### src/rtl/tx_data_buffer.sv
// 64-byte show-ahead transmit buffer between the bus-side slave and usb_tx.
// Head byte is presented combinationally; occupancy, full, empty and overflow are derived from registered state.
module tx_data_buffer (
    input  logic       clk,
    input  logic       n_rst,
    input  logic       store_tx_data,
    input  logic [7:0] tx_data,
    input  logic       get_tx_packet_data,
    input  logic       clear,
    output logic [7:0] tx_packet_data,
    output logic [6:0] buffer_occupancy,
    output logic       full,
    output logic       empty,
    output logic       overflow
);

    localparam int unsigned Depth = 64;
    localparam logic [6:0]  OccMax = 7'(Depth);

    logic [7:0] mem_q [Depth];
    logic [5:0] wptr_q, wptr_d;
    logic [5:0] rptr_q, rptr_d;
    logic [6:0] occ_q, occ_d;
    logic       ovf_q, ovf_d;

    logic       full_w;
    logic       empty_w;
    logic       do_read;
    logic       do_write;

    assign full_w  = (occ_q == OccMax);
    assign empty_w = (occ_q == 7'd0);

    // A read frees the head slot at the same edge, so a write is still accepted when full.
    assign do_read  = get_tx_packet_data & ~empty_w;
    assign do_write = store_tx_data & (~full_w | do_read);

    always_comb begin
        wptr_d = wptr_q;
        rptr_d = rptr_q;
        occ_d  = occ_q;
        ovf_d  = ovf_q;

        if (clear) begin
            wptr_d = '0;
            rptr_d = '0;
            occ_d  = '0;
            ovf_d  = 1'b0;
        end else begin
            if (do_write) begin
                wptr_d = wptr_q + 6'd1;
            end
            if (do_read) begin
                rptr_d = rptr_q + 6'd1;
            end
            unique case ({do_write, do_read})
                2'b10:   occ_d = occ_q + 7'd1;
                2'b01:   occ_d = occ_q - 7'd1;
                default: occ_d = occ_q;
            endcase
            if (store_tx_data && !do_write) begin
                ovf_d = 1'b1;
            end
        end
    end

    always_ff @(posedge clk or negedge n_rst) begin
        if (!n_rst) begin
            wptr_q <= '0;
            rptr_q <= '0;
            occ_q  <= '0;
            ovf_q  <= 1'b0;
        end else begin
            wptr_q <= wptr_d;
            rptr_q <= rptr_d;
            occ_q  <= occ_d;
            ovf_q  <= ovf_d;
        end
    end

    // Storage is deliberately unreset; validity comes only from the pointers and counter.
    always_ff @(posedge clk) begin
        if (do_write && !clear) begin
            mem_q[wptr_q] <= tx_data;
        end
    end

    assign tx_packet_data   = empty_w ? 8'h00 : mem_q[rptr_q];
    assign buffer_occupancy = occ_q;
    assign full             = full_w;
    assign empty            = empty_w;
    assign overflow         = ovf_q;

endmodule

### config.mk
export PLATFORM = sky130hd
export DESIGN_NAME = tx_data_buffer
export DESIGN_NICKNAME = d
export VERILOG_FILES = /design/src/rtl/tx_data_buffer.sv
export SDC_FILE = /design/constraint.sdc
export NUM_CORES = 1
export LEC_CHECK = 0
export ABC_AREA = 1
export BUFFER_PORTS_ARGS = -buffer_cell sky130_fd_sc_hd__buf_2
export CELL_PAD_IN_SITES_DETAIL_PLACEMENT = 0
export CELL_PAD_IN_SITES_GLOBAL_PLACEMENT = 1
export CORE_UTILIZATION = 46
export CTS_CLUSTER_DIAMETER = 120
export DETAILED_ROUTE_END_ITERATION = 10
export PLACE_DENSITY = 0.84
export SYNTH_ARGS = -nofsm -noshare
export SYNTH_HDL_FRONTEND = slang
export SYNTH_SLANG_ARGS = --single-unit
### constraint.sdc
create_clock -name clk -period 2.3 [get_ports clk]
set_clock_uncertainty 0.1 [all_clocks]
set_input_delay 0.23 -clock clk [delete_from_list [all_inputs] [get_ports clk]]
set_output_delay 0.23 -clock clk [all_outputs]
set_load 0.01 [all_outputs]
# After elaboration in Yosys (flattened, before gate mapping)
# Memory sizes are Yosys's and may differ from the RTL's.
# Index checks and enable logic that the tools add are counted.
# word_totals
ff_bits	20
ramBits	512
input_bits	13
out_inout_bits	18
elab_cells	37
mem_count	1
# op_classes
n_addsub	4
eq_ne	3
mux	11
bitwise_logic	5
reduce_logical	9
# memory_table
memory	words	width	read_ports	rd_clocked_by_memory_dff	write_ports	line_no	text
mem_q	64	8	1	0	1	20	logic [7:0] mem_q [Depth];
# op_table
operator	n
$mux 6	4
$pmux 7 s2	1
$add 6x1->6 const B	2
$mux 8	1
$add 7x1->7 const B	1
$eq 7x7->1 const B	1
$logic_not 7->1	1
$mux 7	1
$sub 7x1->7 const B	1
$reduce_bool 2->1	3
$mux 1	4
$reduce_bool 3->1	1
$and 1x1->1	2
$eq 2x1->1 const B	1
$eq 2x2->1 const B	1
$logic_and 1x1->1	2
$logic_not 1->1	2
$not 1->1	2
$or 1x1->1	1

# Longest topological paths before layout
# Gate-level depths: netlist of the first run.
# depth
word_depth	9
depth_mapped	14
mapped_depth_nobuf	14

# Worst setup path before layout of the first run
# No wires, ideal clock.
# synth_timing
path_kind	reg2reg
from	register occ_q[1] (netlist: buffer_occupancy[1])
to	memory mem_q[43][0] (enable)
setup_ns	0.395
t_arrival_ns	2.091
required_ns	1.805
setup_slack_ns	-0.286
stages_incl_launch_ff	10
synth_period_minus_slack_ns	2.586
path_cell_list	dfrtp_1 inv_1 nand3_2 nor2_1 nand2_1 nand2_1 nor2_1 buf_4 nand2_1 nor4_1
# synth_via
word_cells_on_any_way	10
classes_between	eq/ne (1); mux (2); bitwise (5); reduce/logical (2)
# synth_lines
item	line_no	text
start, declared	23	logic [6:0] occ_q, occ_d;
start signal, assigned	71	occ_q <= '0;
start signal, assigned	76	occ_q <= occ_d;
$eq 7x7->1	31	assign full_w = (occ_q == OccMax);
named net full	12	output logic full,
$not 1->1	36	assign do_write = store_tx_data & (~full_w | do_read);
$or 1x1->1	36	
$and 1x1->1	36	
$logic_and 1x1->1	83	if (do_write && !clear) begin
$mux 1	83	
$mux 1 (not written as such)	84	mem_q[wptr_q] <= tx_data;
end, declared	20	
# The timed path passes the listed nets, and every way through them passes these cells.

# Worst setup path in the final report of the first run
# layout_timing
from	register rptr_q[0]
to	output port tx_packet_data[2]
# layout_via
elab_chain_cells	2
# layout_rtl
item	line_no	text
start, declared	22	logic [5:0] rptr_q, rptr_d;
start signal, assigned	75	rptr_q <= rptr_d;
$mem_v2 64x8	--	
$mux 8	88	assign tx_packet_data = empty_w ? 8'h00 : mem_q[rptr_q];
end, declared	10	output logic [7:0] tx_packet_data,
# No other way between the ends.

==> run_summary.xml, run 1 <==
<?xml version="1.0" encoding="UTF-8"?>
<metrics>
  <group name="outcome">
    <metric name="status" unit="">finished with violations</metric>
    <metric name="violations" unit="">negative setup slack</metric>
  </group>
  <group name="cells_and_area">
    <metric name="synthToLayoutAreaGrowth" unit="%">24.6</metric>
    <metric name="num-nets-final" unit="">2274</metric>
    <metric name="finish.utilization" unit="%">58.6</metric>
    <metric name="drive_above_1_share" unit="%">21.5</metric>
    <metric name="num_antenna_cells" unit="">0</metric>
    <metric name="layout.cells.non_filler" unit="">2955</metric>
  </group>
  <group name="floorplan">
    <metric name="core_region_area" unit="mm2">0.0481</metric>
    <metric name="die-area" unit="mm2">0.0501</metric>
    <metric name="floorplan.die.height" unit="um">224</metric>
    <metric name="floorplan.initialDensity" unit="%">47.0</metric>
    <metric name="die_w" unit="um">224</metric>
    <metric name="std_cell_rows" unit="">80</metric>
    <metric name="io_pins" unit="">31</metric>
  </group>
  <group name="power_and_ir_drop">
    <metric name="leakage" unit="nW">10.7</metric>
    <metric name="power_density" unit="mW/mm2">1000</metric>
    <metric name="power.ir.vdd_worst" unit="uV">653</metric>
  </group>
  <group name="critical_path">
    <metric name="worst_ep_required_time" unit="ns">1.97</metric>
    <metric name="timing.critical_path.to_type" unit="">output port</metric>
    <metric name="cpPeakStageDelay" unit="ns">0.62</metric>
    <metric name="critical_path.slowest_cell" unit="">dfrtp_4</metric>
    <metric name="timing.critical_path.cells" unit="">clkinv_8 -&gt; buf_12 -&gt; buf_12 -&gt; buf_16 -&gt; o21ai_1 -&gt; nand3_1 -&gt; nand3_2 -&gt; nand2_2 -&gt; nand3_2 -&gt; a21oi_2 -&gt; buf_4 -&gt; buf_2</metric>
    <metric name="crit_path_max_fanout" unit="">16</metric>
    <metric name="critical-path-top-delay-family" unit="">buffers and inverters</metric>
    <metric name="cp.buffers_inverters" unit="">6</metric>
    <metric name="timing.critical_path.from_type" unit="">flop</metric>
    <metric name="worst_ep_arrival_time" unit="ns">2.75</metric>
    <metric name="worst_path_class_setup" unit="">flop to output port</metric>
  </group>
  <group name="worst_hold_path">
    <metric name="holdCritPathClass" unit="">primary input to async pin</metric>
  </group>
  <group name="synth">
    <metric name="synth-async-reset-ratio" unit="%">3.76</metric>
    <metric name="number_of_distinct_library_cells_after_synthesis" unit="">33</metric>
    <metric name="syn_nets" unit="">2125</metric>
    <metric name="yosys-top-cells-area" unit="">edfxtp_1 68%, nand2_1 10%, nand3_1 6.1%</metric>
    <metric name="yosys.area.top_type_share" unit="%">67.9</metric>
    <metric name="yosysWarnings" unit="">0</metric>
    <metric name="syn-instance-count" unit="">2104</metric>
    <metric name="synth_edf_count" unit="">512</metric>
    <metric name="synth.cells.most_frequent" unit="">613 x nand2_1, 512 x edfxtp_1, 277 x nand3_1, 248 x nor2_1, 144 x inv_1</metric>
    <metric name="syn-mean-instance-area" unit="um2">10.8</metric>
    <metric name="post_synth_instance_area" unit="mm2">0.0226</metric>
    <metric name="ys.flop_type" unit="">edfxtp_1</metric>
    <metric name="synth_most_common_cell" unit="">nand2_1</metric>
    <metric name="synth.ff_latch_count" unit="">532</metric>
    <metric name="synth-seq-area-share" unit="%">70.1</metric>
    <metric name="post-synth-top-area-cell" unit="">edfxtp_1</metric>
  </group>
  <group name="global_routing">
    <metric name="globalRouteTotalUtil" unit="%">24.4</metric>
    <metric name="pin_count_of_the_biggest_net_entering_global_routing" unit="">65</metric>
    <metric name="grt_antenna_before_repair" unit="">0</metric>
    <metric name="first_global_vias" unit="">15700</metric>
    <metric name="remaining_global_route_overflow" unit="">0</metric>
    <metric name="grt_pass1_wl" unit="um">92000</metric>
  </group>
  <group name="sta">
    <metric name="post_route_minimum_period" unit="ns">3.08</metric>
    <metric name="timing.slew.headroom" unit="%">32.9</metric>
    <metric name="setup_repair_after_global_routing_missed_its_margin" unit="">true</metric>
    <metric name="fmax" unit="MHz">324</metric>
    <metric name="setup_violations" unit="">8</metric>
    <metric name="fin_crit_sh" unit="%">134</metric>
    <metric name="final-hold-violation-count" unit="">0</metric>
    <metric name="finalMaxSlewViolations" unit="">0</metric>
    <metric name="max_slew.worst_pin.slew" unit="ns">1.01</metric>
    <metric name="timing.final.ws_setup" unit="ns">-0.783</metric>
    <metric name="timing.setup.tns" unit="ns">-6.03</metric>
  </group>
  <group name="clock_tree">
    <metric name="cts_root_buf" unit="">clkbuf_16</metric>
    <metric name="tritoncts.num_buffers" unit="">54</metric>
    <metric name="insertion_delay" unit="ns">0.61</metric>
    <metric name="cts_tree" unit="">built</metric>
    <metric name="cts.clk_slew.worst_paths" unit="ns">0.06</metric>
    <metric name="cts.path.max_buffers" unit="">3</metric>
    <metric name="cts.sink_count" unit="">532</metric>
    <metric name="number_of_levels_in_the_clock_h_tree" unit="">2</metric>
  </group>
  <group name="placed_design">
    <metric name="dp.cells" unit="">2815</metric>
    <metric name="io_buffers" unit="">30</metric>
    <metric name="gp_routability_congestion" unit="">0.892</metric>
    <metric name="hpwlAfterDp" unit="um">36000</metric>
  </group>
  <group name="detailed_routing">
    <metric name="viasPerCell" unit="">5.43</metric>
    <metric name="detailedRoute.firstIterationViolations" unit="">1642</metric>
    <metric name="drt_pass1_iterations" unit="">5</metric>
    <metric name="route.antenna.remaining_nets" unit="">0</metric>
    <metric name="routed_wire_length_per_instance" unit="um">20.6</metric>
    <metric name="vias" unit="">16100</metric>
    <metric name="drc" unit="">0</metric>
    <metric name="totalWireLength" unit="um">61000</metric>
  </group>
  <group name="run">
    <metric name="drv.max_cap_violation_count" unit="">0</metric>
  </group>
</metrics>
==> sequential cells by signal (all words and copies together) (netlist names) <==
name	count
wptr_q	6
rptr_q	6
buffer_occupancy	7
overflow	1
mem_q	512
==> metal layers <==
| metal | part of all wire, % | GRT usage (%) | up-vias | wire length (um) |
|---|---|---|---|---|
| li1 | - | - | 7440 | - |
| met1 | 41 | 33.2 | 7793 | 25300 |
| met2 | 48 | 39.8 | 709 | 29300 |
| met3 | 7.7 | 4.14 | 114 | 4710 |
| met4 | 2.7 | 8.66 | 0 | 1680 |
| met5 | 0 | 0 | - | 0 |
==> cells by family (layout without fill, tap and decap cells) <==
logic type	Yosys count	in the layout	share of synthesized area, %
buffers and inverters	262	457	4.91
flip-flops	532	532	70.1
adder cells (fa/ha/maj)	8	8	0.475
AO/OA/AOI/OAI	137	137	3.09
XOR/XNOR	6	6	0.232
AND/OR/NAND/NOR	1159	1159	21.1
==> metrics by stage <==
stage / hold WS (ns) / instance area (um2) / setup WS, ns / total power [mW]
finish: 0.0260 / 28200 / -0.783 / 28.3
global route: 0.0479 / 28200 / -0.854 / 29.4
CTS: 0.00919 / 27300 / -0.728 / 27.4
detailed placement: 0.128 / 24600 / -0.260 / 18.0
global placement: 0.116 / 24600 / -0.258 / 17.9
floorplan: -0.166 / 22700 / -0.0657 / 14.9
==> power by group <==
| group | internal, mW | switching, mW | leakage [nW] |
|---|---|---|---|
| registers | 10.7 | 0.117 | 4.87 |
| logic | 3.86 | 5.23 | 5.03 |
| clock network | 4.68 | 3.67 | 0.820 |
| total | 19.3 | 9.01 | 10.7 |
==> layout make-up <==
class,instances,area [um2]
clock buffer,71,1460
fill,3826,19900
clock inverter,31,215
timing repair buffer,201,2460
inverter,153,599
timing repair inverter,1,11.3
tap,656,821
sequential,532,15900
multi-input combinational,1310,6760
==> final timing paths <==
kind                                       endpoint                 from  cells past startpoint  slack (ns)
max in group asynchronous                 rptr_q[0]                n_rst                      2        1.67
worst max register to register  buffer_occupancy[4]  buffer_occupancy[6]                     11        0.12
min in group clk                        mem_q[2][3]           tx_data[3]                      2        0.04
worst min-delay path                      rptr_q[4]                n_rst                      2        0.03
worst min register to register             overflow             overflow                      1        0.41
worst max-delay path              tx_packet_data[2]            rptr_q[0]                     12       -0.78
==> cell usage in the layout, fill, tap and decap left out, types with 4 or more instances in the layout <==
cell type        n
a21oi_1         28
a21oi_2         19
buf_12          46
buf_16           8
buf_2           25
buf_4           94
buf_6           10
bufbuf_16        4
clkbuf_1        14
clkbuf_16       61
clkinv_1        22
clkinv_2         9
dfrtp_1         17
dlygate4sd3_1    5
edfxtp_1       512
ha_4             4
inv_1          141
nand2_1        584
nand2_2         26
nand3_1        221
nand3_2         54
nand4_2          6
nor2_1         163
nor2_2          23
nor2_4          64
nor3_1           7
o21ai_0         47
o21ai_1         25
o21ai_2         10
==> repair_timing <==
item / CTS / global route
setup endpoints to repair: 433 / 435
pin swaps: 19 / 59
hold buffers: 5 / 0
resized for setup: 170 / 177
hold endpoints to repair: 38 / 0
buffers inserted: 13 / 6
cloned: 11 / 6
==> worst register-to-register path: cells and delay by family (launching register included) <==
kind                       cells  cell delay (ns)
adders and majority gates      1             0.42
buffers and inverters          3             0.33
xor gates and xnor gates       1             0.17
AOI/OAI and AO/OA              2             0.34
DFF                            1             0.34
and+or+nand+nor                4             0.35
Note: power is estimated with default switching activity, not from simulation.
==> run 2, diff against run 1 <==
Settings changed: SETUP_SLACK_MARGIN from default to 0.3.
==> run 2 against run 1 <==
The run still ends with negative setup slack left; final cell count increased by 1.5%; sequential power is essentially flat; register-to-register slack lost 0.10 ns; flip-flop and latch count unchanged; hold slack improved by 0.0044 ns; sequential share of layout area is 1.1 points lower; critical path type unchanged; largest cell class unchanged.
==> run_summary.xml, run 2 (synthesized netlist as in run 1, its figures left out) <==
<?xml version="1.0" encoding="UTF-8"?>
<metrics>
  <group name="clock_tree">
    <metric name="cts.path.max_buffers" unit="">3</metric>
    <metric name="tritoncts.num_buffers" unit="">54</metric>
    <metric name="insertion_delay" unit="ns">0.60</metric>
    <metric name="cts_root_buf" unit="">clkbuf_16</metric>
    <metric name="cts_tree" unit="">built</metric>
    <metric name="cts.sink_count" unit="">532</metric>
    <metric name="cts.clk_slew.worst_paths" unit="ns">0.06</metric>
    <metric name="number_of_levels_in_the_clock_h_tree" unit="">2</metric>
  </group>
  <group name="floorplan">
    <metric name="floorplan.die.height" unit="um">224</metric>
    <metric name="io_pins" unit="">31</metric>
    <metric name="core_region_area" unit="mm2">0.0481</metric>
    <metric name="floorplan.initialDensity" unit="%">47.0</metric>
    <metric name="std_cell_rows" unit="">80</metric>
    <metric name="die-area" unit="mm2">0.0501</metric>
    <metric name="die_w" unit="um">224</metric>
  </group>
  <group name="global_routing">
    <metric name="globalRouteTotalUtil" unit="%">25.3</metric>
    <metric name="remaining_global_route_overflow" unit="">0</metric>
    <metric name="global_route.usage.met2" unit="%">41.4</metric>
    <metric name="grt.met3_usage" unit="%">3.65</metric>
    <metric name="grt_antenna_before_repair" unit="">1</metric>
    <metric name="first_global_vias" unit="">16000</metric>
    <metric name="grt_busiest_layer" unit="">met2</metric>
    <metric name="global_route.usage.met1" unit="%">34.8</metric>
    <metric name="pin_count_of_the_biggest_net_entering_global_routing" unit="">65</metric>
    <metric name="grt_pass1_wl" unit="um">94900</metric>
  </group>
  <group name="power_and_ir_drop">
    <metric name="power.ir.vdd_worst" unit="uV">977</metric>
    <metric name="leakage" unit="nW">11.0</metric>
    <metric name="power_density" unit="mW/mm2">988</metric>
  </group>
  <group name="detailed_routing">
    <metric name="detailedRoute.firstIterationViolations" unit="">1705</metric>
    <metric name="routed_wire_length_per_instance" unit="um">21.2</metric>
    <metric name="drt_pass1_iterations" unit="">5</metric>
    <metric name="totalWireLength" unit="um">63500</metric>
    <metric name="drc" unit="">0</metric>
    <metric name="vias" unit="">16400</metric>
    <metric name="route.antenna.remaining_nets" unit="">0</metric>
    <metric name="viasPerCell" unit="">5.48</metric>
  </group>
  <group name="placed_design">
    <metric name="detailed_place.area" unit="mm2">0.0249</metric>
    <metric name="gp_routability_congestion" unit="">0.870</metric>
    <metric name="hpwlAfterDp" unit="um">37700</metric>
    <metric name="io_buffers" unit="">30</metric>
    <metric name="dp.cells" unit="">2826</metric>
    <metric name="pre_cts_slack" unit="ns">-0.255</metric>
  </group>
  <group name="run">
    <metric name="drv.max_cap_violation_count" unit="">0</metric>
  </group>
  <group name="cells_and_area">
    <metric name="flip_flop_count_of_the_largest_register_after_layout" unit="">512</metric>
    <metric name="layout.cells.non_filler" unit="">2998</metric>
    <metric name="drive_above_1_share" unit="%">22.2</metric>
    <metric name="final_cell_mix" unit="">583 x nand2_1, 512 x edfxtp_1, 245 x nand3_1</metric>
    <metric name="num-nets-final" unit="">2320</metric>
    <metric name="most_common_cell_after_layout_fill_and_taps_aside" unit="">nand2_1</metric>
    <metric name="synthToLayoutAreaGrowth" unit="%">27.2</metric>
    <metric name="register_with_the_most_flip_flops" unit="">mem_q</metric>
    <metric name="finalInstanceArea" unit="mm2">0.0288</metric>
    <metric name="num_antenna_cells" unit="">0</metric>
  </group>
  <group name="sta">
    <metric name="setup_violations" unit="">8</metric>
    <metric name="timing.slew.headroom" unit="%">49.4</metric>
    <metric name="setup_repair_after_global_routing_missed_its_margin" unit="">true</metric>
    <metric name="holdWs" unit="ns">0.0304</metric>
    <metric name="finalMaxSlewViolations" unit="">0</metric>
    <metric name="max_slew.worst_pin.slew" unit="ns">0.759</metric>
    <metric name="fmax" unit="MHz">329</metric>
    <metric name="post_route_minimum_period" unit="ns">3.04</metric>
    <metric name="fin_crit_sh" unit="%">132</metric>
    <metric name="final-hold-violation-count" unit="">0</metric>
    <metric name="timing.final.ws_setup" unit="ns">-0.735</metric>
  </group>
  <group name="critical_path">
    <metric name="worst_ep_required_time" unit="ns">1.97</metric>
    <metric name="timing.reg2reg.worst_path_depth" unit="">14</metric>
    <metric name="setup.reg_to_reg.worst_slack" unit="ns">0.02</metric>
    <metric name="crit_path_max_fanout" unit="">11</metric>
    <metric name="timing.critical_path.to_type" unit="">output port</metric>
    <metric name="endpoint_of_the_worst_register_to_register_path" unit="">buffer_occupancy[6]</metric>
    <metric name="worst_ep_arrival_time" unit="ns">2.71</metric>
    <metric name="timing.critical_path.from_type" unit="">flop</metric>
    <metric name="worst_r2r_startpoint" unit="">buffer_occupancy[2]</metric>
    <metric name="crit_start" unit="">rptr_q[0]</metric>
    <metric name="worst_path_class_setup" unit="">flop to output port</metric>
  </group>
  <group name="outcome">
    <metric name="violations" unit="">negative setup slack</metric>
    <metric name="status" unit="">finished with violations</metric>
  </group>
  <group name="worst_hold_path">
    <metric name="holdCritPathClass" unit="">primary input to async pin</metric>
  </group>
</metrics>
==> run 2: power breakdown <==
group,switching [mW],internal (mW)
sequential,0.116,10.7
clock,3.67,4.95
combinational,5.21,3.80
total,8.99,19.5
==> run 2: how the worst max path moves through the flow <==
| stage | endpoint | slack (ns) |
|---|---|---|
| 2_1_floorplan | mem_q[15][0] | 0.13 |
| 3_3_place_gp | tx_packet_data[7] | -0.25 |
| 3_5_place_dp | tx_packet_data[7] | -0.25 |
| 4_1_cts | tx_packet_data[1] | -0.69 |
| 5_1_grt | tx_packet_data[0] | -0.81 |
| 6_report | tx_packet_data[1] | -0.74 |
==> run 2: layout make-up <==
class / instances / area, um2
Fill cell: 3629 / 19400
Timing Repair Buffer: 247 / 3000
Clock buffer: 68 / 1430
Inverter: 153 / 607
Sequential cell: 532 / 15900
Clock inverter: 31 / 297
Multi-Input combinational cell: 1310 / 6730
Tap cell: 656 / 821
Timing Repair inverter: 1 / 20.0
==> run 2: routing by layer <==
metal	vias to the layer above	wire length (um)
met5	-	12
met4	2	2020
met3	133	5560
met2	788	30700
met1	7976	25300
li1	7519	-
==> run 2: critical path, stage by stage, from the launching register on <==
cell	delay (ns)
dfrtp_4	0.56
buf_12	0.21
buf_12	0.15
nor2_1	0.05
nor2_1	0.12
o21ai_0	0.10
nand3_1	0.17
nand3_1	0.12
nand2_2	0.12
nand3_2	0.10
a21oi_1	0.15
buf_4	0.14
buf_2	0.12
==> run 2: repair_timing <==
item                                   in CTS  in global routing
endpoints found under the hold margin      25                  0
setup endpoints to repair                 525                527
cloned                                      7                  7
pin swaps                                  46                 55
hold buffers                                3                  0
gates resized for setup                   191                 96
setup buffers                              31                 25
==> run 2: metrics by stage <==
step                      TNS [ns]  power (mW)  utilization (%)
after floorplan                  0        15.0                -
after global placement       -1.50        17.9             51.6
after detailed placement     -2.86        18.0             51.6
after CTS                    -5.43        27.6             58.1
after global routing         -6.29        29.5             59.8
final                        -5.54        28.5             59.8
==> run 3, diff against run 2 <==
Settings changed: PLACE_DENSITY 0.84 to 0.78, REMOVE_ABC_BUFFERS from default to 1.
Clock period 2.3 ns to 2.6 ns, I/O delays scaled along.
==> run 3 against run 2 <==
The run still ends with negative setup slack left; sequential share of layout area increased by 0.79 points; clock power decreased by 5.7%; utilization decreased by 0.87 points; final area decreased by 1.4%; via count decreased by 1.1%; hold slack improved by 0.022 ns; critical path type unchanged; largest power group unchanged.
==> run_summary.xml, run 3 (synthesized netlist as in run 1, its figures left out) <==
<?xml version="1.0" encoding="UTF-8"?>
<metrics>
  <group name="outcome">
    <metric name="status" unit="">finished with violations</metric>
    <metric name="violations" unit="">negative setup slack</metric>
  </group>
  <group name="global_routing">
    <metric name="first_global_vias" unit="">15400</metric>
    <metric name="pin_count_of_the_biggest_net_entering_global_routing" unit="">65</metric>
    <metric name="globalRouteTotalUtil" unit="%">25.6</metric>
    <metric name="grt_antenna_before_repair" unit="">1</metric>
    <metric name="remaining_global_route_overflow" unit="">0</metric>
    <metric name="grt_pass1_wl" unit="um">95400</metric>
  </group>
  <group name="sta">
    <metric name="setup_repair_after_global_routing_missed_its_margin" unit="">true</metric>
    <metric name="max_slew.worst_pin.slew" unit="ns">0.784</metric>
    <metric name="setup_violations" unit="">8</metric>
    <metric name="finalMaxSlewViolations" unit="">0</metric>
    <metric name="timing.slew.headroom" unit="%">47.7</metric>
    <metric name="holdWs" unit="ns">0.0520</metric>
    <metric name="post_route_minimum_period" unit="ns">3.09</metric>
    <metric name="fin_crit_sh" unit="%">119</metric>
    <metric name="final-hold-violation-count" unit="">0</metric>
    <metric name="timing.final.ws_setup" unit="ns">-0.488</metric>
    <metric name="fmax" unit="MHz">324</metric>
  </group>
  <group name="detailed_routing">
    <metric name="drt_pass1_iterations" unit="">6</metric>
    <metric name="wl_met3" unit="um">5150</metric>
    <metric name="totalWireLength" unit="um">64600</metric>
    <metric name="route.antenna.remaining_nets" unit="">0</metric>
    <metric name="top_layer_used" unit="">met5</metric>
    <metric name="detail_route.wirelength.met1" unit="um">27400</metric>
    <metric name="routed_wire_length_per_instance" unit="um">21.7</metric>
    <metric name="detailedRoute.firstIterationViolations" unit="">1660</metric>
    <metric name="vias" unit="">16200</metric>
    <metric name="drc" unit="">0</metric>
    <metric name="met2_wirelength" unit="um">30500</metric>
    <metric name="viasPerCell" unit="">5.45</metric>
  </group>
  <group name="floorplan">
    <metric name="floorplan.initialDensity" unit="%">47.0</metric>
    <metric name="die-area" unit="mm2">0.0501</metric>
    <metric name="io_pins" unit="">31</metric>
    <metric name="core_region_area" unit="mm2">0.0481</metric>
    <metric name="die_w" unit="um">224</metric>
    <metric name="std_cell_rows" unit="">80</metric>
    <metric name="floorplan.die.height" unit="um">224</metric>
  </group>
  <group name="clock_tree">
    <metric name="cts_tree" unit="">built</metric>
    <metric name="tritoncts.num_buffers" unit="">56</metric>
    <metric name="cts.path.max_buffers" unit="">3</metric>
    <metric name="cts_root_buf" unit="">clkbuf_16</metric>
    <metric name="insertion_delay" unit="ns">0.61</metric>
    <metric name="number_of_levels_in_the_clock_h_tree" unit="">2</metric>
    <metric name="cts.clk_slew.worst_paths" unit="ns">0.06</metric>
    <metric name="cts.sink_count" unit="">532</metric>
  </group>
  <group name="cells_and_area">
    <metric name="synthToLayoutAreaGrowth" unit="%">25.4</metric>
    <metric name="num_antenna_cells" unit="">0</metric>
    <metric name="register_with_the_most_flip_flops" unit="">mem_q</metric>
    <metric name="finalInstanceArea" unit="mm2">0.0284</metric>
    <metric name="flip_flop_count_of_the_largest_register_after_layout" unit="">512</metric>
    <metric name="num-nets-final" unit="">2300</metric>
    <metric name="final_cell_mix" unit="">593 x nand2_1, 512 x edfxtp_1, 223 x nand3_1</metric>
    <metric name="fillCellCount" unit="">3829</metric>
    <metric name="drive_above_1_share" unit="%">21.4</metric>
    <metric name="most_common_cell_after_layout_fill_and_taps_aside" unit="">nand2_1</metric>
  </group>
  <group name="power_and_ir_drop">
    <metric name="p_seq_share" unit="%">37.1</metric>
    <metric name="power.combinational.fraction" unit="%">31.3</metric>
    <metric name="swShare" unit="%">31.8</metric>
    <metric name="p_int" unit="mW">17.6</metric>
    <metric name="power_density" unit="mW/mm2">907</metric>
    <metric name="power.ir.vdd_worst" unit="uV">964</metric>
    <metric name="p_sw" unit="mW">8.19</metric>
    <metric name="leakage" unit="nW">10.9</metric>
    <metric name="power.clock.fraction" unit="%">31.6</metric>
    <metric name="report.power.total" unit="mW">25.7</metric>
  </group>
  <group name="worst_hold_path">
    <metric name="holdCritPathClass" unit="">primary input to async pin</metric>
  </group>
  <group name="placed_design">
    <metric name="hpwlAfterDp" unit="um">38100</metric>
    <metric name="io_buffers" unit="">30</metric>
    <metric name="detailed_place.area" unit="mm2">0.0245</metric>
    <metric name="gp_routability_congestion" unit="">0.861</metric>
  </group>
  <group name="critical_path">
    <metric name="worst_path_class_setup" unit="">flop to output port</metric>
    <metric name="timing.critical_path.from_type" unit="">flop</metric>
    <metric name="timing.critical_path.to_type" unit="">output port</metric>
    <metric name="worst_ep_arrival_time" unit="ns">2.73</metric>
    <metric name="crit_path_max_fanout" unit="">9</metric>
    <metric name="worst_ep_required_time" unit="ns">2.24</metric>
  </group>
  <group name="run">
    <metric name="drv.max_cap_violation_count" unit="">0</metric>
  </group>
</metrics>
==> run 3: changes by cell type in the layout (fill, tap and decap cells not counted), moves of 5 or more <==
cell | previous run | this run
buf_12 | 58 | 33
nor2_2 | 12 | 34
clkinv_1 | 12 | 18
nor2_1 | 174 | 182
nor2_4 | 64 | 34
nand3_2 | 26 | 50
nand3_1 | 245 | 223
buf_16 | 6 | 14
nand2_2 | 23 | 17
nand2_1 | 583 | 593
a21oi_2 | 14 | 22
a21oi_1 | 32 | 22
o21ai_1 | 14 | 19
==> run 3: critical path, stage by stage (launching register included) <==
cell	delay, ns
dfrtp_4	0.46
buf_12	0.21
clkinv_16	0.12
buf_4	0.17
clkbuf_16	0.16
nand2_1	0.07
nand3_1	0.11
a21oi_2	0.16
nor2_2	0.06
nand2_2	0.05
nand3_2	0.11
a21oi_2	0.19
buf_4	0.12
buf_2	0.11
==> run 3: metal layers <==
layer	up-vias	GRT usage (%)
met5	-	0
met3	104	4.91
met4	2	6.43
li1	7465	-
met2	620	40.5
met1	8048	36.4
==> run 3: path summary, 6_finish.rpt <==
| path | startpoint | to | slack (ns) | depth (start not counted) |
|---|---|---|---|---|
| hold / removal | n_rst | overflow | 0.05 | 2 |
| setup / recovery | rptr_q[0] | tx_packet_data[4] | -0.49 | 13 |
| min in group clk | tx_data[5] | mem_q[8][5] | 0.07 | 1 |
| max in group asynchronous | n_rst | rptr_q[1] | 1.96 | 2 |
| setup reg to reg | buffer_occupancy[2] | buffer_occupancy[6] | 0.33 | 15 |
| hold reg to reg | overflow | overflow | 0.43 | 1 |
==> run 3: metrics by stage <==
stage               cells  setup TNS [ns]  utilization (%)  worst slack [ns]
floorplan            1995          -79.59                -             -5.35
global placement     2820               0             50.8            0.0281
detailed placement   2820               0             50.8           0.00929
CTS                  2953           -3.81             56.7            -0.493
global route         2981           -4.30             58.9            -0.566
finish               2981           -3.62             58.9            -0.488
==> run 3: repair_timing <==
| action | CTS | global route |
|---|---|---|
| hold buffers | 3 | 0 |
| buffers inserted | 15 | 20 |
| endpoints found under the hold margin | 25 | 0 |
| pin swaps | 26 | 72 |
| cloned | 11 | 8 |
| setup endpoints to repair | 219 | 364 |
| resized for setup | 129 | 177 |
==> run 3: area by class of cell <==
class | instances | area, um2 | area share (%)
inverter | 153 | 617 | 2.17
timing repair buffer | 224 | 2610 | 9.21
clock inverter | 38 | 415 | 1.46
multi-input combinational | 1310 | 6560 | 23.1
timing repair inverter | 2 | 25.0 | 0.0882
tap | 656 | 821 | 2.89
clock buffer | 66 | 1440 | 5.07
sequential | 532 | 15900 | 56.0
==> run 3: power groups by stage <==
| stage | Clock (mW) | Combinational (mW) | Sequential (mW) |
|---|---|---|---|
| after floorplan | 0 | 2.66 | 10.1 |
| after global placement | 0 | 5.82 | 9.73 |
| after detailed placement | 0 | 5.86 | 9.74 |
| after CTS | 8.20 | 7.04 | 9.56 |
| after global routing | 8.53 | 8.63 | 9.56 |
| final | 8.13 | 8.06 | 9.56 |
